[config.mk]
export PLATFORM = sky130hd
export DESIGN_NAME = pll_lock_supervisor
export DESIGN_NICKNAME = d
export VERILOG_FILES = /design/src/rtl/pll_sup_pkg.sv /design/src/rtl/pll_lock_supervisor_sync_ff.sv /design/src/rtl/pll_lock_supervisor.sv
export SDC_FILE = /design/constraint.sdc
export NUM_CORES = 1
export LEC_CHECK = 0
export CORE_MARGIN = 3
export CORE_UTILIZATION = 51
export CTS_CLUSTER_SIZE = 16
export DETAILED_ROUTE_END_ITERATION = 10
export PLACE_DENSITY = 0.82
export SYNTH_ARGS = -nofsm -noshare
export SYNTH_HDL_FRONTEND = slang
export SYNTH_SLANG_ARGS = --single-unit
[constraint.sdc]
create_clock -name clk -period 2.83 [get_ports clk]
set_clock_uncertainty 0.2 [all_clocks]
set_input_delay 0.566 -clock clk [delete_from_list [all_inputs] [get_ports clk]]
set_output_delay 0.566 -clock clk [all_outputs]
set_load 0.005 [all_outputs]
[src/rtl/pll_sup_pkg.sv]
// PLL lock supervisor: shared state encoding and
// elaboration-time parameter helpers.
package pll_sup_pkg;

  typedef enum logic [2:0] {
    RESET_PLL,
    WAIT_LOCK,
    STABLE,
    RELEASE,
    RUN,
    FAULT
  } state_t;

  function automatic int cnt_w(
    input int a,
    input int b,
    input int c,
    input int d
  );
    int m;
    m = a;
    if (b > m) m = b;
    if (c > m) m = c;
    if (d > m) m = d;
    return $clog2(m + 1);
  endfunction

  function automatic bit params_ok(
    input int nch,
    input int rst,
    input int tmo,
    input int stab,
    input int stg,
    input int mr,
    input int sync
  );
    return nch >= 1 && nch <= 16 &&
           rst >= 1 && tmo >= 1 &&
           stab >= 1 && stg >= 1 &&
           mr >= 1 && mr <= 15 &&
           sync >= 2;
  endfunction

endpackage

[src/rtl/pll_lock_supervisor_sync_ff.sv]
// Multi-flop synchroniser for the asynchronous
// PLL LOCK input, async reset to 0.
module sync_ff #(
  parameter int STAGES = 2
) (
  input  logic clk,
  input  logic rst_n,
  input  logic d,
  output logic q
);

  logic [STAGES-1:0] sr;

  always_ff @(posedge clk or negedge rst_n) begin
    if (!rst_n) begin
      sr <= '0;
    end else begin
      sr <= {sr[STAGES-2:0], d};
    end
  end

  assign q = sr[STAGES-1];

endmodule

[src/rtl/pll_lock_supervisor.sv]
// PLL bring-up supervisor: PLL reset/power-down,
// lock qualification, retry and staggered releases.
module pll_lock_supervisor #(
  parameter int NUM_CH       = 4,
  parameter int PLL_RST_CYC  = 16,
  parameter int LOCK_TMO_CYC = 500000,
  parameter int STABLE_CYC   = 1024,
  parameter int STAGGER_CYC  = 64,
  parameter int MAX_RETRY    = 3,
  parameter int SYNC_STAGES  = 2
) (
  input  logic              clk,
  input  logic              rst_n,
  input  logic              pll_lock,
  input  logic              soft_restart,
  output logic              pll_reset,
  output logic              pll_pwd,
  output logic [NUM_CH-1:0] ch_rst_n,
  output logic              ready,
  output logic              fault,
  output logic [3:0]        retry_cnt,
  output logic [15:0]       loss_cnt
);

  import pll_sup_pkg::*;

  localparam int CW = cnt_w(PLL_RST_CYC,
    LOCK_TMO_CYC, STABLE_CYC, STAGGER_CYC);
  localparam int IW = (NUM_CH > 1) ?
    $clog2(NUM_CH) : 1;

  localparam logic [CW-1:0] RST_END =
    CW'(PLL_RST_CYC - 1);
  localparam logic [CW-1:0] TMO_END =
    CW'(LOCK_TMO_CYC - 1);
  localparam logic [CW-1:0] STB_END =
    CW'(STABLE_CYC - 1);
  localparam logic [CW-1:0] STG_END =
    CW'(STAGGER_CYC - 1);
  localparam logic [IW-1:0] LAST_IDX =
    IW'(NUM_CH - 2);
  localparam logic [3:0] RTY_LAST =
    4'(MAX_RETRY - 1);

  if (!params_ok(NUM_CH, PLL_RST_CYC,
      LOCK_TMO_CYC, STABLE_CYC, STAGGER_CYC,
      MAX_RETRY, SYNC_STAGES)) begin : g_bad
    $error("pll_lock_supervisor: bad params");
  end

  logic          lock_s;
  state_t        state;
  logic [CW-1:0] cnt;
  logic [IW-1:0] idx;
  logic          lost;

  sync_ff #(
    .STAGES(SYNC_STAGES)
  ) u_sync (
    .clk  (clk),
    .rst_n(rst_n),
    .d    (pll_lock),
    .q    (lock_s)
  );

  assign lost = !lock_s &&
    (state == RELEASE || state == RUN);

  always_ff @(posedge clk or negedge rst_n) begin
    if (!rst_n) begin
      state     <= RESET_PLL;
      cnt       <= '0;
      idx       <= '0;
      pll_reset <= 1'b1;
      pll_pwd   <= 1'b0;
      ch_rst_n  <= '0;
      ready     <= 1'b0;
      fault     <= 1'b0;
      retry_cnt <= '0;
      loss_cnt  <= '0;
    end else if (soft_restart) begin
      state     <= RESET_PLL;
      cnt       <= '0;
      idx       <= '0;
      pll_reset <= 1'b1;
      pll_pwd   <= 1'b0;
      ch_rst_n  <= '0;
      ready     <= 1'b0;
      fault     <= 1'b0;
      retry_cnt <= '0;
    end else if (lost) begin
      state     <= RESET_PLL;
      cnt       <= '0;
      idx       <= '0;
      pll_reset <= 1'b1;
      ch_rst_n  <= '0;
      ready     <= 1'b0;
      if (loss_cnt != 16'hFFFF)
        loss_cnt <= loss_cnt + 16'd1;
    end else begin
      cnt <= cnt + 1'b1;
      unique case (state)
        RESET_PLL: begin
          if (cnt == RST_END) begin
            state     <= WAIT_LOCK;
            cnt       <= '0;
            pll_reset <= 1'b0;
          end
        end
        WAIT_LOCK: begin
          if (lock_s) begin
            state <= STABLE;
            cnt   <= '0;
          end else if (cnt == TMO_END) begin
            cnt       <= '0;
            pll_reset <= 1'b1;
            retry_cnt <= retry_cnt + 4'd1;
            if (retry_cnt == RTY_LAST) begin
              state   <= FAULT;
              fault   <= 1'b1;
              pll_pwd <= 1'b1;
            end else begin
              state <= RESET_PLL;
            end
          end
        end
        STABLE: begin
          if (!lock_s) begin
            state <= WAIT_LOCK;
            cnt   <= '0;
          end else if (cnt == STB_END) begin
            cnt      <= '0;
            idx      <= '0;
            ch_rst_n <= NUM_CH'(1);
            if (NUM_CH == 1) begin
              state     <= RUN;
              ready     <= 1'b1;
              retry_cnt <= '0;
            end else begin
              state <= RELEASE;
            end
          end
        end
        RELEASE: begin
          if (cnt == STG_END) begin
            cnt      <= '0;
            idx      <= idx + 1'b1;
            ch_rst_n <= (ch_rst_n << 1) |
                        NUM_CH'(1);
            if (idx == LAST_IDX) begin
              state     <= RUN;
              ready     <= 1'b1;
              retry_cnt <= '0;
            end
          end
        end
        RUN: begin
          cnt <= cnt;
        end
        FAULT: begin
          cnt <= cnt;
        end
        default: begin
          state <= RESET_PLL;
          cnt   <= '0;
        end
      endcase
    end
  end

endmodule

==> results by group <==
Pwr
  – VDD IR max: roughly 0.32 mV
  – Leakage Power: about 0.0016 µW
  – Clk pwr share: 0.219
  – P per Cell Area: around 570 nW/µm²
  – Combinational power share: 0.334
  – Total power: 2024 µW
  – Pint: between 1000 and 1500 µW
  – Sequential share of power: 0.446
  – Switch Pwr: 698.2 µW
  – Switching Share: 0.3449

Yosys
  – Post-synth EDFFs: 0
  – Synth Flop Type: dfrtp_1
  – Synth Area per Inst: 9.568 µm²
  – Syn nets: about 310
  – Ys async rst share: 1.000
  – Area leader, netlist: dfrtp_1
  – #FFs+latches synth: 53
  – Cell Area, Synth: around 2900 µm²
  – Yosys warning count: 0
  – Sequential element share of the synthesized area: 0.4579
  – Gate Count Post-Synth: 303
  – Post-synthesis cell type count: between 40 and 50
  – Synth area leaders: dfrtp_1, nand2_1, nor2_1
  – Share of the synthesized area in the top cell type: 0.4489

Routing
  – Antenna-violating nets left: 0
  – Vias per Instance: around 5.7
  – TritonRoute pass-1 iters: 4
  – Residual DRC: 0
  – 1st-iter DRT viols: 168
  – Routed WL: 6435 µm
  – Routed length per instance: around 15 µm
  – Vias: 2,432

Setup path
  – CP Max Fanout: 36
  – Reg-to-reg slack, setup: about 0.084 ns
  – R2R depth: 7
  – CP cell instances: or4_1 -> or3_4 -> o31ai_4 -> a41oi_4 -> buf_12 -> and3_1 -> a221o_1
  – Arrival time at the worst endpoint: roughly 2.7 ns
  – Worst EP required: 2.82 ns
  – Nature of the critical path startpoint: flop
  – R2r startpoint: cnt[11]$_DFFE_PN0N_
  – Worst setup path startpoint: cnt[11]$_DFFE_PN0N_
  – Critical path class: flop to flop
  – Kind of end point of the critical path: flop
  – Slowest CP cell: or4_1
  – FF-to-FF End: cnt[9]$_DFFE_PN0N_
  – CP max stage delay: between 0.5 and 0.6 ns

Final layout
  – Layout area overhead: 21.75%
  – Final core utilization: 0.6656
  – Final std cells w/o fill: between 400 and 500
  – Antenna diodes: 0
  – Final instance area: roughly 3500 µm²
  – Layout Nets: ~360
  – Commonest non-fill, non-tap cell in the layout: dfrtp_1
  – Multi-input gate area: about 1500 µm²
  – Fill cell count: between 400 and 500
  – Layout cell share with drive strength beyond 1: 0.1501
  – Sequential cell area: about 1300 µm²
  – Commonest non-fill, non-tap cells in the layout: dfrtp_1, clkdlybuf4s50_1, nor2_1, nand2_1, buf_4

Placed design
  – Area post-placement: 3425 µm²
  – Final GP Congestion: between 0.8 and 0.9
  – Number of buffers inserted by port buffering: 31
  – Dpl cells: ~420
  – Dpl hpwl: between 4000 and 5000 µm

Clocking
  – CTS sink cnt: 53
  – H-tree depth: 2
  – Clock Tree Buf Depth: 2
  – Clk root buf: clkbuf_8
  – Postcts setup bufs: 0
  – CTS Buf Count: 5
  – Register clock-pin slew on the reported worst setup and hold paths: 0.11 ns
  – Hold Buf Count CTS: 0
  – CTS tree: done
  – Clk Latency, worst-skew pair: ~0.32 ns
  – CTS-repair resized insts: 0

Timing
  – Setup_tns: 0 ns
  – Slew HR: 0.4483
  – Slew Viols, Final: 0
  – Worst Max-Slew Pin Slew: around 0.83 ns
  – Peak Freq: 364.2 MHz
  – Final Hold Fails: 0
  – Final setup viols: 0
  – Fin crit share: 0.9703
  – Post-layout min period: 2.746 ns
  – RSZ-0062 raised after global routing: no

Floorplanning
  – FP Rows: 26
  – Die Span Y: around 81 µm
  – Die X: slightly above 80 µm
  – Top-Level Pins: 32
  – Die ar.: ~6600 µm²
  – Starting Density: 0.5467
  – Core area: 5303 µm²

GRT
  – Initial antenna violation count: 0
  – First-pass GRT wire length: between 10,000 and 15,000 µm
  – Global route total overflow: 0
  – GR Util All Layers: 0.2099
  – Largest net degree at the start of global routing: 38
  – Number of global-route vias before repair: 2,298

Status
  – Status: finished clean

Job
  – Max cap viols: 0

Hold path
  – Worst hold path type: input pin to async pin
-- cells by family after synthesis --
logic type | Yosys count | share of synthesized area
xor+xnor | 15 | 0.04532
buf+inv | 23 | 0.03496
flops | 53 | 0.4579
compound gates | 59 | 0.1627
simple gates | 140 | 0.2486
fa+ha+maj | 5 | 0.02158
mux | 8 | 0.02892
-- cells in the mapped netlist, types with 2 or more instances --
library cell  number
dfrtp_1           52
nand2_1           29
nor2_1            29
nand3_1           16
nor3_1            13
a21oi_1           12
nand4_1           12
xnor2_1           12
and3_1             9
clkbuf_1           9
inv_1              9
a21o_1             8
o21ai_0            8
a22o_1             7
or2_2              7
a221o_1            5
ha_1               5
mux2i_1            5
nand2b_1           4
o31ai_1            4
or3_1              4
a31oi_1            3
and4_1             3
buf_2              3
mux2_2             3
nor3b_1            3
xor2_1             3
nand3b_1           2
nor4_1             2
o22ai_1            2
o311ai_0           2
o41ai_1            2
or4_1              2
-- power by group through the flow --
stage               clock network [µW]  logic [µW]  registers (µW)
floorplan                            0         449             899
global placement                     0         655             915
detailed placement                   0         672             918
CTS                                459         676             902
global route                       494         754             916
finish                             444         676             904
-- per-stage QoR --
stage	setup WS (ns)	hold WS (ns)
after detailed placement	0.05989	0.1563
after global routing	0.003957	0.1816
final	0.08411	0.1309
after floorplan	0.1866	0.07041
after global placement	0.1078	0.1346
after CTS	0.04396	0.1513
-- routing by layer --
layer	vias to the layer above	track usage	wire length (µm)
li1	1201	-	-
met1	1182	0.2762	2902
met2	37	0.3485	3225
met3	12	0.03215	200
met4	0	0.07770	106
met5	-	0	0
-- state kept, by name, summed over array words and instances, names as in the netlist, 2 cells and up --
name	flops
cnt	19
retry_cnt	4
loss_cnt	16
u_sync.sr	2
state	3
ch_rst_n	4
idx	2
-- worst max-delay path by stage --
stage,endpoint,slack (ns),depth (start not counted)
global route,cnt[10]$_DFFE_PN0N_,0.004,7
CTS,cnt[9]$_DFFE_PN0N_,0.04,7
finish,cnt[9]$_DFFE_PN0N_,0.08,7
global placement,retry_cnt[3]$_DFFE_PN0P_,0.11,5
floorplan,state[0]$_DFFE_PN0P_,0.19,6
detailed placement,cnt[9]$_DFFE_PN0N_,0.06,7
-- worst max-delay path, delay by kind of cell, from the launching register on --
| family | cells | cell delay (ns) |
|---|---|---|
| buffers and inverters | 1 | 0.20 |
| AO/OA/AOI/OAI | 3 | 0.75 |
| flip-flops | 1 | 0.38 |
| AND/OR/NAND/NOR | 3 | 1.10 |
-- final cells by class --
type,count,area share
inverters,9,0.009571
well taps,70,0.02481
repair buffers,56,0.1432
clock buffers,5,0.01950
multi-input cells,227,0.4197
flip-flops and latches,53,0.3761
clock inverters,3,0.007090
No activity file was read; power rests on OpenSTA's default activity.
